===== src/rtl/ras_ckpt_stack.sv =====
// Return-address stack with checkpoint/recover for branch-mispredict repair.
// Circular buffer of DEPTH entries; the top entry and pointer/count are exported for checkpointing.
module ras_ckpt_stack #(
    parameter  int unsigned DEPTH = 16,
    parameter  int unsigned AW    = 32,
    localparam int unsigned PW    = $clog2(DEPTH),
    localparam int unsigned CW    = PW + 1
) (
    input  logic          clk,
    input  logic          reset,
    input  logic          stall,
    input  logic          push,
    input  logic [AW-1:0] push_addr,
    input  logic          pop,
    input  logic          recover,
    input  logic [PW-1:0] recover_ptr,
    input  logic [CW-1:0] recover_cnt,
    input  logic [AW-1:0] recover_top,
    output logic [AW-1:0] top_addr,
    output logic          top_valid,
    output logic [PW-1:0] ckpt_ptr,
    output logic [CW-1:0] ckpt_cnt,
    output logic [AW-1:0] ckpt_top,
    output logic          overflowed
);

    localparam logic [CW-1:0] LP_FULL = CW'(DEPTH);

    typedef enum logic [2:0] {
        OP_HOLD,
        OP_PUSH,
        OP_POP,
        OP_SWAP,
        OP_RECOVER
    } op_e;

    logic [AW-1:0] r_mem [DEPTH];
    logic [PW-1:0] r_ptr;
    logic [CW-1:0] r_cnt;
    logic          r_ovf;

    op_e           w_op;
    logic [PW-1:0] w_ptr_inc;
    logic [PW-1:0] w_ptr_dec;
    logic          w_full;
    logic          w_empty;
    logic [PW-1:0] w_ptr_nxt;
    logic [CW-1:0] w_cnt_nxt;
    logic          w_wr_en;
    logic [PW-1:0] w_wr_idx;
    logic [AW-1:0] w_wr_data;
    logic          w_ovf_set;

    assign w_ptr_inc = r_ptr + PW'(1);
    assign w_ptr_dec = r_ptr - PW'(1);
    assign w_full    = (r_cnt == LP_FULL);
    assign w_empty   = (r_cnt == '0);

    // Recover wins over everything; stall only gates the fetch-side push/pop.
    always_comb begin
        w_op = OP_HOLD;
        if (recover) begin
            w_op = OP_RECOVER;
        end else if (!stall) begin
            if (push && pop) begin
                w_op = OP_SWAP;
            end else if (push) begin
                w_op = OP_PUSH;
            end else if (pop) begin
                w_op = OP_POP;
            end
        end
    end

    always_comb begin
        w_ptr_nxt = r_ptr;
        w_cnt_nxt = r_cnt;
        w_wr_en   = 1'b0;
        w_wr_idx  = r_ptr;
        w_wr_data = push_addr;
        w_ovf_set = 1'b0;
        case (w_op)
            OP_RECOVER: begin
                w_ptr_nxt = recover_ptr;
                w_cnt_nxt = (recover_cnt > LP_FULL) ? LP_FULL : recover_cnt;
                w_wr_en   = 1'b1;
                w_wr_idx  = recover_ptr;
                w_wr_data = recover_top;
            end
            OP_PUSH: begin
                w_ptr_nxt = w_ptr_inc;
                w_cnt_nxt = w_full ? r_cnt : r_cnt + CW'(1);
                w_wr_en   = 1'b1;
                w_wr_idx  = w_ptr_inc;
                w_ovf_set = w_full;
            end
            OP_POP: begin
                if (!w_empty) begin
                    w_ptr_nxt = w_ptr_dec;
                    w_cnt_nxt = r_cnt - CW'(1);
                end
            end
            OP_SWAP: begin
                // Indirect call-return replaces the top in place.
                w_wr_en   = 1'b1;
                w_cnt_nxt = w_empty ? CW'(1) : r_cnt;
            end
            default: begin
                w_ptr_nxt = r_ptr;
            end
        endcase
    end

    always_ff @(posedge clk) begin
        if (reset) begin
            r_ptr <= '0;
            r_cnt <= '0;
            r_ovf <= 1'b0;
            for (int unsigned i = 0; i < DEPTH; i++) begin
                r_mem[i] <= '0;
            end
        end else begin
            r_ptr <= w_ptr_nxt;
            r_cnt <= w_cnt_nxt;
            if (w_ovf_set) begin
                r_ovf <= 1'b1;
            end
            if (w_wr_en) begin
                r_mem[w_wr_idx] <= w_wr_data;
            end
        end
    end

    assign top_addr   = r_mem[r_ptr];
    assign top_valid  = !w_empty;
    assign ckpt_ptr   = r_ptr;
    assign ckpt_cnt   = r_cnt;
    assign ckpt_top   = r_mem[r_ptr];
    assign overflowed = r_ovf;

endmodule


===== config.mk =====
export PLATFORM = sky130hd
export DESIGN_NAME = ras_ckpt_stack
export DESIGN_NICKNAME = d
export VERILOG_FILES = /design/src/rtl/ras_ckpt_stack.sv
export SDC_FILE = /design/constraint.sdc
export NUM_CORES = 1
export LEC_CHECK = 0
export CAP_MARGIN = 20
export CORE_MARGIN = 2
export CORE_UTILIZATION = 60
export CTS_BUF_LIST = sky130_fd_sc_hd__clkbuf_2 sky130_fd_sc_hd__clkbuf_4 sky130_fd_sc_hd__clkbuf_8
export DETAILED_ROUTE_END_ITERATION = 12
export PLACE_DENSITY = 0.77
export SLEW_MARGIN = 20
export SYNTH_ARGS = -nofsm -noshare
export SYNTH_HDL_FRONTEND = slang
export SYNTH_SLANG_ARGS = --single-unit

===== constraint.sdc =====
create_clock -name clk -period 6.2 [get_ports clk]
set_input_delay 0.62 -clock clk [delete_from_list [all_inputs] [get_ports clk]]
set_output_delay 0.62 -clock clk [all_outputs]
set_load 0.02 [all_outputs]

# [Word level (Yosys, flattened, before mapping)]
# Memory sizes are Yosys's and may differ from the RTL's. A register that Yosys moved wholly into a read port is not among the register bits.
# Cells that the tools add are included.
# W data, S select, Z words.
[word_totals] n_memories=1 ramBits=512 input_bits=79 out_inout_bits=75 regBits=10 elab_cells=52
[classes] eq_ne=8 reduce_logical=9 addsub=4 muxes=26 magnitude_cmp=1
[memory_table] memory="r_mem" depth=16 word_bits=32 rd=1 rd_clocked_by_memory_dff=1 write_ports=16 line_no="37" rtl="logic [AW-1:0] r_mem [DEPTH];"
[ops] op="$mux W32" n=2
[ops] op="$reduce_or A32 Y1" n=1
[ops] op="$mux W5" n=4
[ops] op="$pmux W5 S4" n=1
[ops] op="$mux W4" n=4
[ops] op="$pmux W4 S3" n=1
[ops] op="$mux W1" n=8
[ops] op="$mux W2" n=4
[ops] op="$pmux W4 S2" n=1
[ops] op="$eq A3 B2 Y1 const B" n=2
[ops] op="$ne A2 B2 Y1 const B" n=3
[ops] op="$add A5 B1 Y5 const B" n=1
[ops] op="$eq A5 B5 Y1 const B" n=1
[ops] op="$gt A5 B5 Y1 const B" n=1
[ops] op="$logic_not A5 Y1" n=1
[ops] op="$sub A5 B1 Y5 const B" n=1
[ops] op="$add A4 B1 Y4 const B" n=1
[ops] op="$reduce_and A4 Y1" n=1
[ops] op="$reduce_bool A4 Y1" n=1
[ops] op="$sub A4 B1 Y4 const B" n=1
[ops] op="$eq A3 B1 Y1 const B" n=1
[ops] op="$eq A3 B3 Y1 const B" n=1
[ops] op="$mux W3" n=1
[ops] op="$reduce_bool A3 Y1" n=1
[ops] op="other kinds (4)" n=4

# [Logic depth before layout (Yosys ltp)]
[depth] depth_word=13 depth_mapped=9 depth_no_buf=6

# [Worst setup path after synthesis]
# No wires, ideal clock.
[synth_timing] path_kind="reg-to-reg" start="register r_ptr[0] (netlist: ckpt_ptr[0])" end="memory r_mem[13][0] (enable)" setup_time_ns=0.470 synth_period_minus_slack_ns=5.135 arrival_ns=4.665 path_slack_ns=1.065 path_stages_with_launch=9 required_time_ns=5.730 n_path_buf=2 path_cell_list="dfxtp_1 inv_1 ha_1 nor2b_1 mux2i_1 o2111ai_1 buf_2 buf_2 o31ai_1"
[synth_lines] item="start: declaration" line_no="38" rtl="logic [PW-1:0] r_ptr;"
[synth_lines] item="start signal: assignment" line_no="123" rtl="r_ptr <= w_ptr_nxt;"
[synth_lines] item="end: declaration" line_no="37"

==> qor.log <==
[outcome] run status completed
[setup_path] peak per-stage delay on the critical path 0.98 ns
[clock_tree] cts hold-fix bufs 0
[global_routing] number of global-route vias before repair 17500
[global_routing] maximum number of pins on one net before global-route repair 175
[timing] clock skew 0.0321 ns
[drt] number of detailed-route iterations in the first pass 6
[drt] post-detailed-route via-to-cell ratio 7.39
[timing] final-layout setup total negative slack 0 ns
[timing] final worst slack 1.75 ns
[floorplanning] Std-Cell Rows 75
[global_routing] Total GRT Usage 31.4%
[global_routing] leftover overflow at the end of global routing 0
[drt] Total Routed Length 68300 um
[floorplanning] effective utilization at floorplan 60.5%
[power_and_ir_drop] Power Density 295 nW/um^2
[hold_path] sink of the worst hold path overflowed$_SDFFE_PP0P_
[drt] detail-routed net length per standard cell 28.7 um
[clock_tree] clock buffer count from CTS 83
[power_and_ir_drop] Worst IR Drop VDD 214 uV
[floorplanning] die height 209 um
[setup_path] count of buffering cells on the critical path with inverters included 2
[clock_tree] CTS-repair resized insts 0
[timing] share of the clock period used by the worst path after layout 71.7%
[floorplanning] overall die area 43800 um^2
[final_layout] layout-stage area growth over the synthesis result 14.3%
[global_routing] global-route wire length before repair 104000 um
[timing] Final Critical Period 4.45 ns
[drt] count of antenna-violating nets left after detailed routing 0
[global_routing] number of antenna violations at the first check in global routing 1
[timing] Tightest Pin Transition 1.12 ns
[final_layout] commonest non-fill, non-tap cells in the layout 512 x sky130_fd_sc_hd__edfxtp_1, 386 x sky130_fd_sc_hd__nor4_1, 160 x sky130_fd_sc_hd__mux4_2, 152 x sky130_fd_sc_hd__clkdlybuf4s50_1, 132 x sky130_fd_sc_hd__nor3_1
[placed_design] final HPWL from detailed placement 37500 um
[setup_path] worst reg-to-reg setup slack 2.09 ns
[logic_synthesis] EDFF count, synth 512
[placed_design] # port buffers 153
[floorplanning] number of primary I/O pins 154
[drt] remaining design rule violation count 0
[logic_synthesis] area of the mapped netlist 25300 um^2
[timing] Max Clock Freq 225 MHz
[setup_path] Worst R2R End r_mem[12][29]$_SDFFCE_PN0P_
[setup_path] crit-path leading delay family multiplexers
[power_and_ir_drop] fraction of power spent switching nets 28.1%
[timing] total count of max-transition violations in the final report 0
[power_and_ir_drop] relative contribution of sequential cells to total power 48.8%
[logic_synthesis] average size of a mapped cell 14.6 um^2
[final_layout] number of diodes 0
[setup_path] cell occurring most often along the worst timing path sky130_fd_sc_hd__mux4_2
[hold_path] Min-Delay Path Class flip-flop to flip-flop
[clock_tree] H-tree depth 3
[hold_path] HP Start overflowed$_SDFFE_PP0P_
[power_and_ir_drop] Comb pwr share 18.3%
[timing] Final Hold Violating Endpoints 0
[clock_tree] buffer count from post-CTS setup fixing 0
[timing] unrepaired setup endpoints after global routing no
[placed_design] final weighted congestion in routability-driven placement 0.850
[clock_tree] clock-pin slew on the worst setup and hold paths 0.06 ns
[floorplanning] placeable core region 41800 um^2
[logic_synthesis] syn nets 1810
[hold_path] Hold Path Cell Cnt 2
[clock_tree] root buf cell sky130_fd_sc_hd__clkbuf_8
[setup_path] WP data arrival 3.83 ns
[power_and_ir_drop] switching power of the nets 2390 uW
[logic_synthesis] number of warnings issued by yosys 0
[floorplanning] die width 209 um
[final_layout] most common library cell in the layout ignoring fill and taps sky130_fd_sc_hd__edfxtp_1
[clock_tree] worst-skew pair later-pin latency 0.64 ns
[logic_synthesis] Syn Inst Count 1725
[clock_tree] number of sinks driven by the clock tree 526
[power_and_ir_drop] P_leak 0.00913 uW
[placed_design] worst slack at placement 1.40 ns
[logic_synthesis] async set or reset register ratio after synthesis 0%
[setup_path] critical path, cell by cell buf_4 -> mux4_2 -> mux4_2 -> clkdlybuf4s50_1
[setup_path] start-to-end type of the worst setup path flip-flop to output port
[logic_synthesis] sequential cell area fraction in the yosys report 62.0%
[final_layout] number of filler cells placed in the layout 2728
[setup_path] endpoint class of the critical path output port
[timing] relative max-transition margin 25.2%
[clock_tree] maximum clock path buffer count 3
[logic_synthesis] ys flop type sky130_fd_sc_hd__edfxtp_1
[setup_path] Worst Setup Start Kind flip-flop
[setup_path] cell with the biggest individual delay on the critical path sky130_fd_sc_hd__dfxtp_4
[power_and_ir_drop] share of power burned in the clock network 33.0%
[final_layout] fraction of layout instances using a drive strength above 1 22.7%
[logic_synthesis] post-synthesis register bit count 526
[run] max-cap check violation count 0
[timing] Final setup violation count 0
[setup_path] crit path max fanout 44
[final_layout] NumNets Final 1860
[logic_synthesis] library cells used by synthesis 58
[setup_path] Req. time, crit path 5.58 ns
[power_and_ir_drop] internal power consumption 6130 uW
[setup_path] FF-to-FF Start ckpt_ptr[0]$_SDFFE_PP0N_
[drt] via count 17500
[setup_path] r2r worst-path depth 7
[drt] drt first-iter violations 2419
[clock_tree] CTS tree built
## registers in the layout, summed over array words and instances, names as in the netlist, named ones only
signal	count
overflowed	1
ckpt_cnt	5
r_mem	512
ckpt_ptr	4
## metal layers
layer / wire length, um / vias to the layer above / track usage, % / share of wire (%)
met4: 2240 / 2 / 13.3 / 3.3
met5: 13 / - / 0 / 0.019
met3: 8930 / 181 / 8.10 / 13
li1: - / 7296 / - / -
met1: 24300 / 8674 / 43.1 / 36
met2: 32800 / 1387 / 48.6 / 48
## Yosys cell counts (2+ instances only)
cell,number,share of area [%]
sky130_fd_sc_hd__dfxtp_1,14,1.1
sky130_fd_sc_hd__a221oi_1,2,0.069
sky130_fd_sc_hd__a311oi_1,5,0.17
sky130_fd_sc_hd__or2_2,2,0.050
sky130_fd_sc_hd__nand2_1,7,0.10
sky130_fd_sc_hd__and3_1,3,0.074
sky130_fd_sc_hd__nand3_1,5,0.099
sky130_fd_sc_hd__o22ai_1,3,0.074
sky130_fd_sc_hd__a21oi_1,14,0.28
sky130_fd_sc_hd__buf_4,32,0.95
sky130_fd_sc_hd__o2111ai_1,2,0.069
sky130_fd_sc_hd__a22oi_1,2,0.059
sky130_fd_sc_hd__nand2b_1,9,0.22
sky130_fd_sc_hd__nor2b_1,4,0.099
sky130_fd_sc_hd__clkbuf_1,168,2.5
sky130_fd_sc_hd__nor4_1,387,9.6
sky130_fd_sc_hd__mux2i_1,33,1.3
sky130_fd_sc_hd__nor2_1,8,0.12
sky130_fd_sc_hd__and2_1,2,0.050
sky130_fd_sc_hd__mux4_2,160,14
sky130_fd_sc_hd__inv_1,37,0.55
sky130_fd_sc_hd__or3b_2,2,0.069
sky130_fd_sc_hd__a211oi_1,3,0.089
sky130_fd_sc_hd__or3_1,3,0.074
sky130_fd_sc_hd__xnor2_1,4,0.14
sky130_fd_sc_hd__buf_1,17,0.25
sky130_fd_sc_hd__nor3_1,134,2.7
sky130_fd_sc_hd__buf_2,60,1.2
sky130_fd_sc_hd__o31ai_1,18,0.53
sky130_fd_sc_hd__a21o_1,3,0.089
sky130_fd_sc_hd__a221o_1,3,0.12
sky130_fd_sc_hd__nor3b_1,3,0.089
sky130_fd_sc_hd__nand4_1,32,0.79
sky130_fd_sc_hd__edfxtp_1,512,61
sky130_fd_sc_hd__ha_1,5,0.25
sky130_fd_sc_hd__o21ai_0,5,0.099
## power by group through the flow
stage                     Combinational, uW  Clock, uW  Sequential, uW
final                                  1560       2810            4160
after global routing                   1620       2960            4170
after CTS                              1540       2830            4160
after detailed placement               1540          0            4230
after global placement                 1510          0            4220
after floorplan                        1020          0            4190
## worst register-to-register path, delay by kind of cell, from the launching register on
| kind | cells | cell delay [ns] |
|---|---|---|
| compound gates | 1 | 0.86 |
| buf+inv | 2 | 0.65 |
| mux | 1 | 0.69 |
| fa+ha+maj | 1 | 0.37 |
| simple gates | 2 | 0.69 |
| flops | 1 | 0.51 |
## cells by family after synthesis
| family | count (synthesis) | synth area share [%] |
|---|---|---|
| AND/OR/NAND/NOR | 609 | 14.4 |
| flip-flops | 526 | 62.0 |
| buffers and inverters | 316 | 5.50 |
| multiplexers | 193 | 15.6 |
| AO/OA/AOI/OAI | 70 | 2.00 |
| adder cells (fa/ha/maj) | 6 | 0.327 |
| XOR/XNOR | 5 | 0.173 |
## worst max path at each step
stage,startpoint,end,slack (ns),cells past startpoint
after floorplan,ckpt_ptr[0]$_SDFFE_PP0N_,r_mem[13][0]$_SDFFCE_PN0P_,1.06,8
after global routing,flip-flop,top_addr[8],1.58,4
after global placement,push,r_mem[12][23]$_SDFFCE_PN0P_,1.54,6
final,flip-flop,top_addr[4],1.75,4
after detailed placement,push,r_mem[12][23]$_SDFFCE_PN0P_,1.40,6
after CTS,flip-flop,top_addr[5],1.67,4
## metrics by stage
step	instances	instance area (um^2)	utilization (%)	power, uW	hold slack, ns
3_3_place_gp	2228	27300	65.3	5730	0.458
5_1_grt	2374	28900	69.1	8760	0.522
2_1_floorplan	1725	25300	-	5210	0.584
4_1_cts	2373	28800	69.0	8530	0.491
3_5_place_dp	2228	27300	65.4	5770	0.464
6_report	2374	28900	69.1	8530	0.487
## cell type report
cell class | instances | area, um^2 | share of cell area, %
Sequential cell | 526 | 15700 | 54.3
Multi-Input combinational cell | 883 | 8570 | 29.7
Timing Repair Buffer | 243 | 2270 | 7.87
Clock buffer | 107 | 1330 | 4.60
Tap cell | 539 | 674 | 2.34
Clock inverter | 38 | 209 | 0.724
Inverter | 38 | 143 | 0.494
Power figures use the tool's default switching activity.
